--- config.mk ---
export PLATFORM = sky130hd
export DESIGN_NAME = sign_mag_adder_serial
export DESIGN_NICKNAME = d
export VERILOG_FILES = /design/src/rtl/sign_mag_adder_serial.sv
export SDC_FILE = /design/constraint.sdc
export NUM_CORES = 1
export LEC_CHECK = 0
export BUFFER_PORTS_ARGS = -buffer_cell sky130_fd_sc_hd__clkbuf_2
export CAP_MARGIN = 20
export CORE_MARGIN = 5
export CORE_UTILIZATION = 40
export CTS_BUF_LIST = sky130_fd_sc_hd__clkbuf_8
export DETAILED_ROUTE_END_ITERATION = 10
export PLACE_DENSITY = 0.66
export SYNTH_ARGS = -nofsm -noshare
export SYNTH_HDL_FRONTEND = slang
export SYNTH_SLANG_ARGS = --single-unit
--- constraint.sdc ---
create_clock -name Clk -period 3.2 [get_ports Clk]
set_input_delay 0.16 -clock Clk [delete_from_list [all_inputs] [get_ports Clk]]
set_output_delay 0.16 -clock Clk [all_outputs]
set_load 0.03 [all_outputs]
--- src/rtl/sign_mag_adder_serial.sv ---
// Bit-serial sign-magnitude adder.
// A start request latches both operands; one cycle decides add vs. subtract
// and which magnitude is larger, then the magnitudes are combined one bit per
// cycle (LSB first) with a registered carry/borrow. The result is published
// on entry to DONE together with a magnitude carry-out flag.
module sign_mag_adder_serial #(
    parameter int WIDTH = 16
) (
    input  logic             Clk,
    input  logic             Reset_n,
    input  logic             Start,
    input  logic [WIDTH-1:0] A,
    input  logic [WIDTH-1:0] B,
    output logic             Ready,
    output logic [WIDTH-1:0] Sum,
    output logic             Overflow,
    output logic             Done
);

    localparam int MW = WIDTH - 1;                     // magnitude width
    localparam int CW = (MW > 1) ? $clog2(MW) : 1;     // bit counter width

    localparam logic [1:0] IDLE    = 2'd0;
    localparam logic [1:0] COMPARE = 2'd1;
    localparam logic [1:0] ADD     = 2'd2;
    localparam logic [1:0] DONE    = 2'd3;

    logic [1:0]       state_q, state_d;
    logic [MW-1:0]    a_mag_q, a_mag_d;
    logic [MW-1:0]    b_mag_q, b_mag_d;
    logic             a_sign_q, a_sign_d;
    logic             b_sign_q, b_sign_d;
    logic             sub_q, sub_d;       // effective operation is subtract
    logic             swap_q, swap_d;     // B magnitude is the larger one
    logic             sign_q, sign_d;     // sign of the result before zero fix-up
    logic [CW-1:0]    cnt_q, cnt_d;
    logic             carry_q, carry_d;   // carry (add) or borrow (subtract)
    logic [MW-1:0]    res_q, res_d;
    logic [WIDTH-1:0] sum_q, sum_d;
    logic             ovf_q, ovf_d;

    logic             last_bit;
    logic             x_bit, y_bit;
    logic             bit_res, carry_nxt;
    logic [MW-1:0]    res_upd;

    // One-bit full adder / full subtractor on the current magnitude bit.
    // x is always the larger magnitude so subtraction never ends in a borrow.
    always_comb begin
        last_bit  = (cnt_q == CW'(MW - 1));
        x_bit     = swap_q ? b_mag_q[cnt_q] : a_mag_q[cnt_q];
        y_bit     = swap_q ? a_mag_q[cnt_q] : b_mag_q[cnt_q];
        bit_res   = x_bit ^ y_bit ^ carry_q;
        if (sub_q) begin
            carry_nxt = (~x_bit & y_bit) | (~(x_bit ^ y_bit) & carry_q);
        end else begin
            carry_nxt = (x_bit & y_bit) | (carry_q & (x_bit ^ y_bit));
        end
        res_upd          = res_q;
        res_upd[cnt_q]   = bit_res;
    end

    // Next-state and datapath update for the four-state sequencer.
    always_comb begin
        state_d  = state_q;
        a_mag_d  = a_mag_q;
        b_mag_d  = b_mag_q;
        a_sign_d = a_sign_q;
        b_sign_d = b_sign_q;
        sub_d    = sub_q;
        swap_d   = swap_q;
        sign_d   = sign_q;
        cnt_d    = cnt_q;
        carry_d  = carry_q;
        res_d    = res_q;
        sum_d    = sum_q;
        ovf_d    = ovf_q;

        case (state_q)
            IDLE: begin
                if (Start) begin
                    a_mag_d  = A[MW-1:0];
                    a_sign_d = A[WIDTH-1];
                    b_mag_d  = B[MW-1:0];
                    b_sign_d = B[WIDTH-1];
                    state_d  = COMPARE;
                end
            end
            COMPARE: begin
                sub_d = a_sign_q ^ b_sign_q;
                // Equal magnitudes keep A as the larger operand.
                if ((a_sign_q ^ b_sign_q) && (b_mag_q > a_mag_q)) begin
                    swap_d = 1'b1;
                    sign_d = b_sign_q;
                end else begin
                    swap_d = 1'b0;
                    sign_d = a_sign_q;
                end
                cnt_d   = '0;
                carry_d = 1'b0;
                res_d   = '0;
                state_d = ADD;
            end
            ADD: begin
                res_d   = res_upd;
                carry_d = carry_nxt;
                if (last_bit) begin
                    // A zero magnitude always reports a positive sign.
                    sum_d   = {sign_q & (|res_upd), res_upd};
                    ovf_d   = ~sub_q & carry_nxt;
                    state_d = DONE;
                end else begin
                    cnt_d = cnt_q + CW'(1);
                end
            end
            DONE: begin
                state_d = IDLE;
            end
            default: begin
                state_d = IDLE;
            end
        endcase
    end

    // State registers; reset aborts any operation in flight.
    always_ff @(posedge Clk or negedge Reset_n) begin
        if (!Reset_n) begin
            state_q  <= IDLE;
            a_mag_q  <= '0;
            b_mag_q  <= '0;
            a_sign_q <= 1'b0;
            b_sign_q <= 1'b0;
            sub_q    <= 1'b0;
            swap_q   <= 1'b0;
            sign_q   <= 1'b0;
            cnt_q    <= '0;
            carry_q  <= 1'b0;
            res_q    <= '0;
            sum_q    <= '0;
            ovf_q    <= 1'b0;
        end else begin
            state_q  <= state_d;
            a_mag_q  <= a_mag_d;
            b_mag_q  <= b_mag_d;
            a_sign_q <= a_sign_d;
            b_sign_q <= b_sign_d;
            sub_q    <= sub_d;
            swap_q   <= swap_d;
            sign_q   <= sign_d;
            cnt_q    <= cnt_d;
            carry_q  <= carry_d;
            res_q    <= res_d;
            sum_q    <= sum_d;
            ovf_q    <= ovf_d;
        end
    end

    assign Ready    = (state_q == IDLE);
    assign Done     = (state_q == DONE);
    assign Sum      = sum_q;
    assign Overflow = ovf_q;

endmodule

==> impl_summary.md <==
STA
The number of hold-slack violations in the final timing report came to 0. Setup repair after global routing could not meet its margin everywhere. The slew of the pin with the lowest slew margin is approximately 0.65 ns. The post-route clock period utilization is between 90 and 100%. The final hold slack is 0.0423 ns. After routing, the total negative slack on setup checks comes to 0 ns. The clock period minus worst slack is 3.20 ns. The relative slew slack is a little under three fifths.

Derived from the worst setup path, the maximum achievable clock frequency is around 310 MHz. The count of final max-slew check failures is 0. The clock arrives with 0.00680 ns of skew. The number of endpoints failing setup at the final stage is 0.

Power and ir drop
Overall power consumption after layout is estimated at between 4 and 5 mW. The leakage component of the power is approximately 2.3 nW. Power spread over the standard cell area amounts to 969 nW/um^2. The largest voltage drop on the vdd net is between 0.4 and 0.5 mV.

Worst setup path
Along the worst path, the maximum fanout reaches 4. The capturing element type of the critical path is a flop. The required time of the worst setup path is around 3.4 ns. The data arrival time of the critical path is ~3.4 ns.

The worst setup path is of the reg -> reg kind. The worst setup path is launched from a flop. Measured in cells, the most critical reg-to-reg path has a length of 11.

Synthesis
The number of unique standard cell types used by synthesis is 39. The post-synthesis simple-gate area fraction is 7.81%. The portion of the post-synthesis area used by sequential elements is 47.4%.

After synthesis, the largest family of logic cells by area is multiplexers. In this run, synthesis inferred 0 flip-flops with an integrated enable. For this run, the leading register cell type out of synthesis is dfrtp_1.

The number of instances in the synthesized netlist is 360. By instance count, the leading cell after synthesis is dfrtp_1. The synthesized design spends more area on one cell type than any other, namely dfrtp_1. The top cell type by area accounts for a little under half of the synthesized area. The fraction of synthesized area in multiplexers is between 10% and 20%.

In the synthesized netlist the async set-or-reset flop fraction comes to 100%. Summing the areas of all compound-gate instances in the mapped netlist gives between 10 and 15% of the synthesized area. The count of warnings emitted by yosys is 0. The post-synthesis share of cell area spent on xor and xnor gates is 0.224%.

In the post-synthesis netlist, the biggest area contributors are dfrtp_1, mux2_2, ha_1. Summing every instance area after synthesis gives 3910 um^2. By count the netlist is led by dfrtp_1, inv_1, mux2_2.

Of the total synthesized cell area, the portion taken by full adders, half adders and majority gates is 8.38%. The number of register bits inferred by synthesis is 74. The post-synthesis net count is 420.

After synthesis, the mean cell area works out to approximately 11 um^2.

Placed design
Summed over all nets, the half-perimeter wirelength after detailed placement is 6370 um. The number of cells after detailed placement is roughly 550. The final weighted congestion of routability-driven global placement is 0.868.

In this run the tool buffered the top-level ports with 53 buffer cells.

GRT
Global routing finished with a remaining overflow of 0. The via count of the first global-routing pass is slightly above 3k. The initial antenna violation count came to 0.

The largest net degree at the start of global routing is a little under 50. The first global-routing pass estimated approximately 15000 um of wire. The combined global-route utilization of all metal layers is ~15%.

Die
The die area is 11900 um^2. The core box area is 9640 um^2. The number of placement rows is 36. From left edge to right edge, the die measures around 110 um. The initial cell density of the core is between 40 and 50%. 54 I/O pins were placed. The height of the die is around 110 um.

Cells and area
Cells with a size suffix above 1 make up between 30 and 40% of the layout. The relative area change from synthesis to final layout is 22.4%. The fill cell total of the finished layout is about 900. The number of standard cells in the final layout excluding fillers is just under 600. The net total in the final layout is 500. The antenna cell count is 0.

Clock tree
The clock insertion delay at the later pin of the skew report is approximately 0.35 ns. Buffers inserted during clock tree synthesis total 9. The clock passes through at most 2 buffers.

After clock tree synthesis, the clock-pin slew on the worst setup and hold paths is around 0.08 ns. The clock root buffer is clkbuf_8. The clock drives 74 sinks. The H-tree depth reported by CTS is 3. TritonCTS built the clock tree.

Drt
The routed layout has around 2.9k vias. The remaining routing DRC violations is 0. The number of DRC markers after the initial detailed-route iteration is 94. In the final routed layout, each cell accounts on average for about 15 um. The total routed wirelength is roughly 8500 um. The detail route stage leaves a number of antenna-violating nets equal to 0. The via count normalized by instance count is between 5 and 6. The iteration count of the initial detailed-routing pass is 6.

Hold path
The count of cells along the worst hold path is 2. The worst hold path belongs to the class in -> reg.

Status
The run finished with clean final reports.

Job
The tool flagged a number of max-cap violations equal to 0.
## power by group
group	leakage (nW)	total, mW	internal (mW)	switching, mW
registers	0.950	1.48	1.21	0.269
logic	1.22	2.44	1.18	1.26
clock network	0.0941	0.713	0.374	0.338
## state kept, by name (all words and copies together), names as in the netlist
register / cells
Sum: 16
a_mag_q: 15
b_mag_q: 15
res_q: 15
cnt_q: 4
state_q: 2
Overflow: 1
a_sign_q: 1
b_sign_q: 1
carry_q: 1
sign_q: 1
sub_q: 1
swap_q: 1
## cell type report
cell class,instances,area [um^2],area share [%]
timing repair buffer,87,531,11.1
tap,133,166,3.48
sequential,74,1850,38.7
multi-input combinational,226,1880,39.3
inverter,42,160,3.35
clock inverter,5,55.1,1.15
clock buffer,10,138,2.88
## metal layers
metal,track usage [%],up-vias,wire length [um]
li1,-,1435,-
met1,19.2,1401,3710
met2,25.4,71,4160
met3,4.26,25,396
met4,6.31,0,192
met5,0,-,0
## worst paths after layout
kind / start / to / slack (ns)
max reg2reg: cnt_q[0] / Sum[15] / 0.004
min in group asynchronous: Reset_n / res_q[11] / 0.15
max: cnt_q[0] / Sum[15] / 0.004
min reg2reg: Sum[13] / Sum[13] / 0.48
max in group asynchronous: Reset_n / cnt_q[0] / 2.24
min: B[4] / b_mag_q[4] / 0.04
## kinds of logic (layout without fill, tap and decap cells)
logic type | Yosys count | in the layout
compound gates | 81 | 81
xor+xnor | 1 | 1
fa+ha+maj | 25 | 25
buf+inv | 60 | 144
flops | 74 | 74
mux | 54 | 54
simple gates | 65 | 65
## layout by cell type, fill, tap and decap left out, drive strengths merged, types with 10 or more instances in the layout
master / instances
dfrtp: 74
clkbuf: 62
inv: 42
mux2: 34
buf: 34
nand2: 33
o21ai: 25
ha: 23
a21oi: 18
o22ai: 16
mux2i: 13
nand3: 10
## what timing repair did
item / CTS / global route
endpoints found under the hold margin: 26 / 0
hold buffers: 1 / 0
setup endpoints to repair: 1 / 25
buffers inserted: 4 / 3
resized for setup: 9 / 11
gates cloned: 0 / 0
pin swaps: 5 / 4
## metrics by stage
| step | instance area (um^2) | utilization (%) | setup WS, ns |
|---|---|---|---|
| after floorplan | 3940 | - | -0.0188 |
| after global placement | 4460 | 46.2 | -0.0377 |
| after detailed placement | 4460 | 46.2 | -0.130 |
| after CTS | 4720 | 49.0 | -0.00255 |
| after global routing | 4790 | 49.6 | -0.145 |
| final | 4790 | 49.6 | 0.00409 |
## worst max-delay path: stages, from the launching register on
cell     delay (ns)
dfrtp_2        0.41
mux4_2         0.50
mux4_2         0.49
nand2_2        0.09
o21ai_2        0.07
fa_2           0.62
buf_6          0.13
nor2_1         0.05
a21oi_2        0.13
nand4_1        0.14
o41ai_2        0.36
o21ai_1        0.08
Power figures use the tool's default switching activity.
